<file path="config.mk">
export PLATFORM = sky130hd
export DESIGN_NAME = nexys_starship_spawner_flat
export DESIGN_NICKNAME = d
export VERILOG_FILES = /design/src/rtl/nexys_starship_spawner_if.sv /design/src/rtl/nexys_starship_spawner.sv /design/src/flat_wrapper.sv
export SDC_FILE = /design/constraint.sdc
export NUM_CORES = 1
export LEC_CHECK = 0
export CAP_MARGIN = 25
export CORE_ASPECT_RATIO = 2
export CORE_MARGIN = 3
export CORE_UTILIZATION = 45
export DETAILED_ROUTE_END_ITERATION = 10
export PLACE_DENSITY = 0.73
export RECOVER_POWER = 100
export SYNTH_ARGS = -nofsm -noshare
export SYNTH_HDL_FRONTEND = slang
export SYNTH_SLANG_ARGS = --single-unit
export TNS_END_PERCENT = 100
</file>
<file path="constraint.sdc">
create_clock -name i_clk -period 2.45 [get_ports i_clk]
set_input_delay 0.49 -clock i_clk [delete_from_list [all_inputs] [get_ports i_clk]]
set_output_delay 0.49 -clock i_clk [all_outputs]
set_load 0.005 [all_outputs]
</file>
<file path="src/rtl/nexys_starship_spawner_if.sv">
// Spawner control bus: game-state and kill inputs in, per-direction
// occupancy levels, spawn count and one-hot state flags out.
interface nexys_starship_spawner_if;
  logic       play_flag;
  logic       game_over;
  logic       kill_top;
  logic       kill_bottom;
  logic       kill_left;
  logic       kill_right;
  logic       top_monster_ctrl;
  logic       bottom_monster_ctrl;
  logic       left_monster_ctrl;
  logic       right_monster_ctrl;
  logic [7:0] spawn_count;
  logic       q_SP_Idle;
  logic       q_SP_Wait;
  logic       q_SP_Spawn;
  logic       q_SP_Halt;

  modport master (
    output play_flag, game_over, kill_top, kill_bottom, kill_left, kill_right,
    input  top_monster_ctrl, bottom_monster_ctrl, left_monster_ctrl, right_monster_ctrl,
    input  spawn_count, q_SP_Idle, q_SP_Wait, q_SP_Spawn, q_SP_Halt
  );

  modport slave (
    input  play_flag, game_over, kill_top, kill_bottom, kill_left, kill_right,
    output top_monster_ctrl, bottom_monster_ctrl, left_monster_ctrl, right_monster_ctrl,
    output spawn_count, q_SP_Idle, q_SP_Wait, q_SP_Spawn, q_SP_Halt
  );
endinterface

</file>
<file path="src/rtl/nexys_starship_spawner.sv">
// Monster spawner: LFSR-randomised gap timer and direction picker feeding the
// four per-direction monster state machines through registered level lines.
module nexys_starship_spawner #(
  parameter logic [19:0] TICK_DIV  = 20'd1000000,
  parameter logic [7:0]  MIN_GAP   = 8'd50,
  parameter logic [7:0]  GAP_MASK  = 8'h7F,
  parameter logic [15:0] LFSR_SEED = 16'hACE1
) (
  input  logic                    i_clk,
  input  logic                    i_rst,
  nexys_starship_spawner_if.slave bus
);

  typedef enum logic [3:0] {
    S_IDLE  = 4'b0001,
    S_WAIT  = 4'b0010,
    S_SPAWN = 4'b0100,
    S_HALT  = 4'b1000
  } state_t;

  state_t      r_state, w_next;
  logic [15:0] r_lfsr, w_lfsr_nxt;
  logic [19:0] r_presc;
  logic [8:0]  r_gap, w_gap_sum, w_gap_load;
  logic [3:0]  r_occ;
  logic [7:0]  r_cnt;
  logic        w_tick;
  logic [3:0]  w_kill, w_occ_k, w_sel_1h;
  logic [1:0]  w_sel, w_idx;
  logic        w_found, w_spawn;

  // Occupancy/kill vectors are in clockwise order: 0 top, 1 right, 2 bottom, 3 left.
  assign w_kill = {bus.kill_left, bus.kill_bottom, bus.kill_right, bus.kill_top};

  always_comb begin
    w_lfsr_nxt = (r_lfsr == 16'h0) ? LFSR_SEED
               : ((r_lfsr >> 1) ^ (r_lfsr[0] ? 16'hB400 : 16'h0000));
    w_gap_sum  = {1'b0, MIN_GAP} + {1'b0, r_lfsr[7:0] & GAP_MASK};
    w_gap_load = (w_gap_sum == 9'd0) ? 9'd1 : w_gap_sum;
    w_tick     = (r_state == S_WAIT) && (r_presc == TICK_DIV - 20'd1);
  end

  always_comb begin
    w_next = r_state;
    case (r_state)
      S_IDLE:  if (bus.play_flag && !bus.game_over) w_next = S_WAIT;
      S_WAIT: begin
        if (bus.game_over)                  w_next = S_HALT;
        else if (!bus.play_flag)            w_next = S_IDLE;
        else if (w_tick && r_gap <= 9'd1)   w_next = S_SPAWN;
      end
      S_SPAWN: begin
        if (bus.game_over)       w_next = S_HALT;
        else if (!bus.play_flag) w_next = S_IDLE;
        else                     w_next = S_WAIT;
      end
      S_HALT:  if (!bus.play_flag) w_next = S_IDLE;
      default: w_next = S_IDLE;
    endcase
  end

  // Kill lands before the search, so a just-killed slot is eligible again.
  always_comb begin
    w_occ_k = r_occ & ~w_kill;
    w_found = 1'b0;
    w_sel   = 2'd0;
    w_idx   = 2'd0;
    for (int i = 3; i >= 0; i--) begin
      w_idx = r_lfsr[9:8] + 2'(i);
      if (!w_occ_k[w_idx]) begin
        w_found = 1'b1;
        w_sel   = w_idx;
      end
    end
    w_sel_1h = 4'b0001 << w_sel;
    w_spawn  = (r_state == S_SPAWN) && (w_next == S_WAIT) && w_found;
  end

  always_ff @(posedge i_clk or posedge i_rst) begin
    if (i_rst) begin
      r_state <= S_IDLE;
      r_lfsr  <= LFSR_SEED;
      r_presc <= '0;
      r_gap   <= '0;
      r_occ   <= '0;
      r_cnt   <= '0;
    end else begin
      r_state <= w_next;
      r_lfsr  <= w_lfsr_nxt;
      r_presc <= (r_state == S_WAIT && !w_tick) ? r_presc + 20'd1 : 20'd0;
      if (w_next == S_WAIT && r_state != S_WAIT) r_gap <= w_gap_load;
      else if (w_tick)                           r_gap <= r_gap - 9'd1;
      if (w_next == S_IDLE || w_next == S_HALT) r_occ <= '0;
      else                                      r_occ <= w_occ_k | (w_spawn ? w_sel_1h : 4'b0000);
      if (w_next == S_IDLE)                   r_cnt <= '0;
      else if (w_spawn && r_cnt != 8'hFF)     r_cnt <= r_cnt + 8'd1;
    end
  end

  assign bus.top_monster_ctrl    = r_occ[0];
  assign bus.right_monster_ctrl  = r_occ[1];
  assign bus.bottom_monster_ctrl = r_occ[2];
  assign bus.left_monster_ctrl   = r_occ[3];
  assign bus.spawn_count         = r_cnt;
  assign bus.q_SP_Idle           = r_state[0];
  assign bus.q_SP_Wait           = r_state[1];
  assign bus.q_SP_Spawn          = r_state[2];
  assign bus.q_SP_Halt           = r_state[3];

endmodule

</file>
<file path="src/flat_wrapper.sv">
// flat-port wrapper written by rule: the top's interface ports become plain ports
module nexys_starship_spawner_flat 
#(
  parameter logic [19:0] TICK_DIV  = 20'd1000000,
  parameter logic [7:0]  MIN_GAP   = 8'd50,
  parameter logic [7:0]  GAP_MASK  = 8'h7F,
  parameter logic [15:0] LFSR_SEED = 16'hACE1
)
  (i_clk, i_rst, bus_play_flag, bus_game_over, bus_kill_top, bus_kill_bottom, bus_kill_left, bus_kill_right, bus_top_monster_ctrl, bus_bottom_monster_ctrl, bus_left_monster_ctrl, bus_right_monster_ctrl, bus_spawn_count, bus_q_SP_Idle, bus_q_SP_Wait, bus_q_SP_Spawn, bus_q_SP_Halt);
  nexys_starship_spawner_if bus_i ();
  input  logic i_clk;
  input  logic i_rst;
  input wire logic [$bits(bus_i.play_flag)-1:0] bus_play_flag;
  input wire logic [$bits(bus_i.game_over)-1:0] bus_game_over;
  input wire logic [$bits(bus_i.kill_top)-1:0] bus_kill_top;
  input wire logic [$bits(bus_i.kill_bottom)-1:0] bus_kill_bottom;
  input wire logic [$bits(bus_i.kill_left)-1:0] bus_kill_left;
  input wire logic [$bits(bus_i.kill_right)-1:0] bus_kill_right;
  output wire logic [$bits(bus_i.top_monster_ctrl)-1:0] bus_top_monster_ctrl;
  output wire logic [$bits(bus_i.bottom_monster_ctrl)-1:0] bus_bottom_monster_ctrl;
  output wire logic [$bits(bus_i.left_monster_ctrl)-1:0] bus_left_monster_ctrl;
  output wire logic [$bits(bus_i.right_monster_ctrl)-1:0] bus_right_monster_ctrl;
  output wire logic [$bits(bus_i.spawn_count)-1:0] bus_spawn_count;
  output wire logic [$bits(bus_i.q_SP_Idle)-1:0] bus_q_SP_Idle;
  output wire logic [$bits(bus_i.q_SP_Wait)-1:0] bus_q_SP_Wait;
  output wire logic [$bits(bus_i.q_SP_Spawn)-1:0] bus_q_SP_Spawn;
  output wire logic [$bits(bus_i.q_SP_Halt)-1:0] bus_q_SP_Halt;
  assign bus_i.play_flag = bus_play_flag;
  assign bus_i.game_over = bus_game_over;
  assign bus_i.kill_top = bus_kill_top;
  assign bus_i.kill_bottom = bus_kill_bottom;
  assign bus_i.kill_left = bus_kill_left;
  assign bus_i.kill_right = bus_kill_right;
  assign bus_top_monster_ctrl = bus_i.top_monster_ctrl;
  assign bus_bottom_monster_ctrl = bus_i.bottom_monster_ctrl;
  assign bus_left_monster_ctrl = bus_i.left_monster_ctrl;
  assign bus_right_monster_ctrl = bus_i.right_monster_ctrl;
  assign bus_spawn_count = bus_i.spawn_count;
  assign bus_q_SP_Idle = bus_i.q_SP_Idle;
  assign bus_q_SP_Wait = bus_i.q_SP_Wait;
  assign bus_q_SP_Spawn = bus_i.q_SP_Spawn;
  assign bus_q_SP_Halt = bus_i.q_SP_Halt;
  nexys_starship_spawner #(.TICK_DIV(TICK_DIV), .MIN_GAP(MIN_GAP), .GAP_MASK(GAP_MASK), .LFSR_SEED(LFSR_SEED)) u_core (.i_clk(i_clk), .i_rst(i_rst), .bus(bus_i));
endmodule
</file>
==> results.ini, run 1 <==
[yosys]
syn_inst=321
syn-cell-area_mm2=0.00317
yosys_register_bits=61
yosysWarnings=0
post_synth_num_cell_types=54
ys_async_sr_fraction_pct=100
synth_flop_cell=dfrtp_1
postSynthAreaPerCell_um2=9.87
yosysSeqAreaShare_pct=48.5
synth_edf_count=0
synthesis.nets=335

[cells_and_area]
drive_gt1_share_pct=10.3
final_common_cell=dfrtp_1
final_cell_mix=dfrtp_1, nor2_1, xnor2_1, nand2_1, dlygate4sd3_1
antenna_cells=0
area_growth_pct=19.4
final_nets=368
final_cell_area_mm2=0.00378

[sta]
tightest_slew_ps=1520
drv_slew=62
period_needed_ps=2260
finalHoldViolations=0
setup_viol=0
setup_slack_ps=188
slew_headroom_pct=-1.23
timing.fmax_ghz=0.442
finalCritPeriodShare_pct=92.3
rsz0062_at_grt=no
finClkSkew_ps=9.83
hold_ws_ps=402

[power]
vdd_drop_max_v=0.000419
pwr-share-seq_pct=44.8
p_sw_w=0.000546
power.leakage_nw=1.53
pwr-share-clk_pct=48.7
netSwitchingFraction_pct=22.9
finalPower_w=0.00238
power.density_mw_per_mm2=630
p_int_w=0.00184
comb_power_share_pct=6.5

[hold_path]
min_from=u_core.r_lfsr[10]
hold_path.class=reg -> reg

[clock_tree]
cts_made_buffers=9
post_cts_buffers=0
cts_root_buf=clkbuf_16
clk_pin_slew_ps=50
clockBufferDepth=2
cts_sinks=61
clk-insertion-delay-late_ps=330
ctsResizeCount=0
h-tree-depth=3
cts_tree=built
cts-hold-fix-buffers=0

[grt]
grt_pass1_vias=2684
antenna_found_initial=0
grt_pass1_wl_um=11900
grt_max_degree=62
grt_overflow=0
grt_usage_pct=19.0

[routing]
drtIter0Drc=124
first_pass_iters=4
vias=2529
route.detailed.drc=0
drt-vias-per-instance=5.66
finalWirelength_um=6900
ant_nets=0
wl_per_cell_um=15.4

[floorplanning]
ioPinCount=24
fp.dieW_um=65.3
core_area_mm2=0.00673
rows=42
start_util_pct=47.1
die_h_um=125
die-area_mm2=0.00814

[setup_path]
critPathLaunchType=input port
critPathMaxFanout=6
end_kind=register
cp.arrival_ps=2460
critPathLaunch=bus_play_flag
r2r-start=u_core.r_presc[6]
critPathKind=in -> reg
cp_data_required_time_ps=2650

[status]
violations=capacitance limit, slew limit
run_status=complete, but fails checks

[run]
cap_violations=1

[placed_design]
placed_cell_area_mm2=0.00355
hpwlAfterDp_um=4930
portBuffers=23
dp_slack_ps=-158
gp_congestion=0.850

==> flip-flops by register name, indices dropped and copies added, names as in the netlist <==
| register | count |
|---|---|
| u_core.r_state | 4 |
| u_core.bus.spawn_count | 8 |
| u_core.r_presc | 20 |
| u_core.r_occ | 4 |
| u_core.r_gap | 9 |
| u_core.r_lfsr | 16 |
==> power by group through the flow <==
stage                     combinational, W  sequential [W]  clock [W]
after global placement            0.000161         0.00108          0
after CTS                         0.000166         0.00107    0.00119
final                             0.000156         0.00107    0.00116
after detailed placement          0.000164         0.00108          0
after global routing              0.000180         0.00107    0.00123
after floorplan                   0.000111         0.00107          0
==> area by class of cell <==
cell class              instances  area, um2
clock inverters                 2       10.0
multi-input cells             235       1520
flip-flops and latches         61       1540
clock buffers                  14        264
inverters                      10       37.5
fillers                       644       2940
repair buffers                 37        308
well taps                      88        110
==> logic make-up after synthesis <==
| kind of cell | after synthesis | share of synthesized area [%] |
|---|---|---|
| compound gates | 39 | 8.77 |
| xor+xnor | 35 | 9.68 |
| fa+ha+maj | 6 | 2.37 |
| buf+inv | 25 | 3.63 |
| flops | 61 | 48.5 |
| mux | 2 | 0.671 |
| simple gates | 153 | 26.3 |
==> worst max-delay path, cell delays in order <==
cell and delay (ps):
clkdlybuf4s50_1 510, or3b_2 490, a311o_1 370, nor4_1 390
xnor2_1 170, nor2_1 60
==> worst paths after layout <==
path / to / slack, ps / cells after the start
worst min register to register: u_core.r_lfsr[9] / 400 / 0
min in group asynchronous: u_core.r_lfsr[4] / 1120 / 3
worst max register to register: u_core.r_gap[7] / 220 / 5
max in group asynchronous: u_core.r_presc[19] / 420 / 3
worst max-delay path: u_core.bus.spawn_count[6] / 190 / 6
worst min-delay path: u_core.r_lfsr[9] / 400 / 0
==> synth_stat cells (4+ instances only) <==
cell type | number | area share (%)
a21oi_1 | 5 | 0.79
a31oi_1 | 5 | 0.99
and3_1 | 7 | 1.4
clkbuf_1 | 10 | 1.2
dfrtp_1 | 52 | 41
dfstp_2 | 9 | 7.5
ha_1 | 6 | 2.4
inv_1 | 10 | 1.2
nand2_1 | 23 | 2.7
nand2b_1 | 11 | 2.2
nand3_1 | 12 | 1.9
nand4_1 | 10 | 2.0
nor2_1 | 43 | 5.1
nor2b_1 | 7 | 1.4
nor3_1 | 7 | 1.1
nor4_1 | 7 | 1.4
o21ai_0 | 8 | 1.3
o22ai_1 | 4 | 0.79
or3_1 | 7 | 1.4
or4_1 | 4 | 0.95
xnor2_1 | 23 | 6.4
xor2_1 | 12 | 3.3
==> per-stage QoR <==
step / instances / util, % / TNS, ps
detailed placement: 431 / 52.8 / -861
global route: 447 / 56.2 / 0
CTS: 447 / 56.8 / 0
floorplan: 321 / - / 0
finish: 447 / 56.2 / 0
global placement: 431 / 52.8 / -323
==> metal layers <==
metal / part of all wire [%] / vias to the layer above / track usage (%)
li1: - / 1198 / -
met1: 38 / 1265 / 19.8
met2: 57 / 51 / 32.9
met3: 3.3 / 15 / 6.05
met4: 2.4 / 0 / 9.41
met5: 0 / - / 0
Power figures use the tool's default switching activity.
==> inputs of run 2 (changes only) <==
ABC_AREA = 1   (was default)
CTS_BUF_LIST = sky130_fd_sc_hd__clkbuf_4 sky130_fd_sc_hd__clkbuf_8   (was default)
==> run 2 against run 1 <==
Against the previous run:
- the run now ends clean
- critical path type is now reg -> reg
- first-iteration DRC count is 21% higher
- combinational power grew to 4.2 times the previous value
- clock skew is 2.7 ps lower
==> results.ini, run 2 <==
[power]
power.leakage_nw=1.98  ; +30%
p_int_w=0.00181  ; -1.5%
pwr-share-clk_pct=31.2  ; -18 points
pwr-share-seq_pct=44.5  ; -0.3 points
comb_power_share_pct=24.2  ; +18 points
p_sw_w=0.000873  ; +60%
power.density_mw_per_mm2=682  ; +8.2%
netSwitchingFraction_pct=32.6  ; +9.7 points
vdd_drop_max_v=0.000380  ; -9.3%

[sta]
slew_headroom_pct=1.06  ; +2.3 points
setup_slack_ps=303  ; +115 ps
setup_viol=0  ; unchanged
tightest_slew_ps=1480  ; -34.3 ps
finalCritPeriodShare_pct=87.6  ; -4.7 points
setup-tns-final_ps=0  ; unchanged
finalHoldViolations=0  ; unchanged
rsz0062_at_grt=no
timing.fmax_ghz=0.466  ; +5.4%
period_needed_ps=2150  ; -115 ps
finClkSkew_ps=7.17  ; -2.66 ps
drv_slew=0  ; -100%

[yosys]
yosysSeqAreaShare_pct=44.3  ; -4.2 points
synth_mux_area_share_pct=0  ; -0.67 points
synth.most_common_cell=nand2_1
synth_top_area_share_pct=37.5  ; -3.6 points
synth_compound_area_share_pct=6.82  ; -2.0 points
synthesis.nets=470  ; +40%
synthAdderAreaFrac_pct=2.16  ; -0.21 points
postSynthAreaPerCell_um2=7.61  ; -23%
synth_top_area_cell=dfrtp_1
synth_edf_count=0  ; unchanged
post_synth_num_cell_types=39  ; -28%
yosysWarnings=0  ; unchanged
syn_inst=456  ; +42%
ys_async_sr_fraction_pct=100  ; unchanged
ys_top_cells_by_area=dfrtp_1, nand2_1, dfstp_2, nand3_1, inv_1
synth-simple-area-share_pct=33.1  ; +6.8 points
yosys_register_bits=61  ; unchanged
syn-cell-area_mm2=0.00347  ; +9.5%
synth_top_family_by_area=simple AND/OR/NAND/NOR gates
netlist_top_cells_count=nand2_1, inv_1, nor2_1
synth-xor-area-share_pct=5.30  ; -4.4 points
synth_flop_cell=dfrtp_1

[floorplanning]
die-area_mm2=0.00886  ; +8.8%
core_area_mm2=0.00738  ; +9.7%
start_util_pct=47.0  ; -0.066 points
rows=44  ; +4.8%
ioPinCount=24  ; unchanged
die_h_um=130  ; +4.4%
fp.dieW_um=68.1  ; +4.2%

[clock_tree]
post_cts_buffers=0  ; unchanged
ctsResizeCount=0  ; unchanged
h-tree-depth=3  ; unchanged
clockBufferDepth=2  ; unchanged
cts-hold-fix-buffers=0  ; unchanged
cts_tree=built
cts_root_buf=clkbuf_8
cts_made_buffers=9  ; unchanged
cts_sinks=61  ; unchanged
clk-insertion-delay-late_ps=340  ; about the same
clk_pin_slew_ps=60  ; about the same

[grt]
grt_overflow=0  ; unchanged
antenna_found_initial=0  ; unchanged
grt_pass1_wl_um=13000  ; +8.8%
grt_usage_pct=19.4  ; +0.46 points
grt_pass1_vias=2998  ; +12%
grt_max_degree=62  ; unchanged

[hold_path]
min_from=u_core.r_lfsr[10]
hold_path.class=reg -> reg
min_delay_path_depth=0  ; unchanged
min_to=u_core.r_lfsr[9]

[routing]
wl_per_cell_um=12.8  ; -17%
route.detailed.drc=0  ; unchanged
vias=2974  ; +18%
first_pass_iters=4  ; unchanged
drtIter0Drc=150  ; +21%
finalWirelength_um=7400  ; +7.3%
ant_nets=0  ; unchanged
drt-vias-per-instance=5.13  ; -9.4%

[cells_and_area]
final_common_cell=nand2_1
final_cell_area_mm2=0.00394  ; +4.0%
final_cell_mix=nand2_1, inv_1, nor2_1
drive_gt1_share_pct=7.99  ; -2.3 points
antenna_cells=0  ; unchanged
top_register=u_core.r_presc
fill_cells=739  ; +15%
largest_register_ffs=20  ; unchanged
final_nets=497  ; +35%
area_growth_pct=13.4
top_regs=u_core.r_presc x20, u_core.r_lfsr x16, u_core.r_gap x9
final_cells=580  ; +30%
fin_util_pct=53.3  ; -2.9 points

[placed_design]
dp_slack_ps=239  ; +397 ps
hpwlAfterDp_um=5550  ; +12%
placedCellCount=564  ; +31%
gp_congestion=1.06  ; +25%
portBuffers=23  ; unchanged
placed_cell_area_mm2=0.00379  ; +6.9%

[setup_path]
end_kind=register
critPathMaxFanout=10  ; +4
cp.arrival_ps=2420  ; -40 ps
critPathKind=reg -> reg
cp_data_required_time_ps=2720  ; +70 ps
r2r-start=u_core.r_lfsr[8]
critPathLaunchType=register
critical_path.reg2reg.endpoint=u_core.bus.spawn_count[2]
reg2regPathDepth=11  ; +6
r2r_slack_ps=300  ; +80 ps

[status]
run_status=completed

[run]
cap_violations=0  ; -1

-- run 2: changes by cell type after synthesis, sizes merged, moves of 11 or more --
cell / previous run / this run
nor2: 43 / 58
nand3: 13 / 49
nand2b: 11 / 0
xnor2: 23 / 3
inv: 10 / 62
nand2: 23 / 126
-- run 2: power by group through the flow --
stage	clock network (W)	registers (W)	logic, W
5_1_grt	0.000912	0.00121	0.000750
6_report	0.000838	0.00119	0.000650
3_3_place_gp	0	0.00121	0.000666
2_1_floorplan	0	0.00119	0.000541
4_1_cts	0.000861	0.00120	0.000683
3_5_place_dp	0	0.00122	0.000677
-- run 2: how the worst max path moves through the flow --
| stage | startpoint | end | slack [ps] |
|---|---|---|---|
| floorplan | i_rst | u_core.bus.spawn_count[0] | 460 |
| global placement | bus_kill_bottom | u_core.bus.spawn_count[6] | 330 |
| detailed placement | bus_kill_bottom | u_core.bus.spawn_count[2] | 240 |
| CTS | u_core.r_lfsr[8] | u_core.bus.spawn_count[2] | 400 |
| global route | u_core.r_presc[0] | u_core.r_gap[3] | 110 |
| finish | u_core.r_lfsr[8] | u_core.bus.spawn_count[2] | 300 |
-- run 2: final cells by class --
class / instances / area, um2 / share of cell area, %
Sequential cell: 61 / 1540 / 39.1
Clock buffer: 15 / 181 / 4.61
Inverter: 62 / 233 / 5.91
Tap cell: 92 / 115 / 2.93
Timing Repair Buffer: 26 / 244 / 6.20
Clock inverter: 1 / 5.00 / 0.127
Multi-Input combinational cell: 323 / 1620 / 41.1
-- run 2: kinds of logic after synthesis --
family          count (synthesis)
fa+ha+maj                       6
xor+xnor                       21
flops                          61
compound gates                 37
simple gates                  259
buf+inv                        72
-- run 2: worst max-delay path, stage by stage, from the launching register on --
cell,delay [ps]
dfrtp_1,490
inv_1,200
ha_1,360
inv_1,120
nand3_1,140
nand2_1,120
inv_1,50
nand3_1,160
nand3_4,160
nand2_4,150
nand3_1,70
nand2_1,60
-- run 2: metal layers --
layer | track usage, % | wire length (um)
met2 | 34.4 | 4060
met5 | 0 | 0
met1 | 20.6 | 2920
met4 | 10.7 | 258
met3 | 4.13 | 163
-- run 2: through the flow --
stage                     hold WS, ps  power (W)
after global routing              407    0.00287
after detailed placement          395    0.00189
final                             403    0.00268
after CTS                         404    0.00274
after global placement            393    0.00188
after floorplan                   433    0.00174
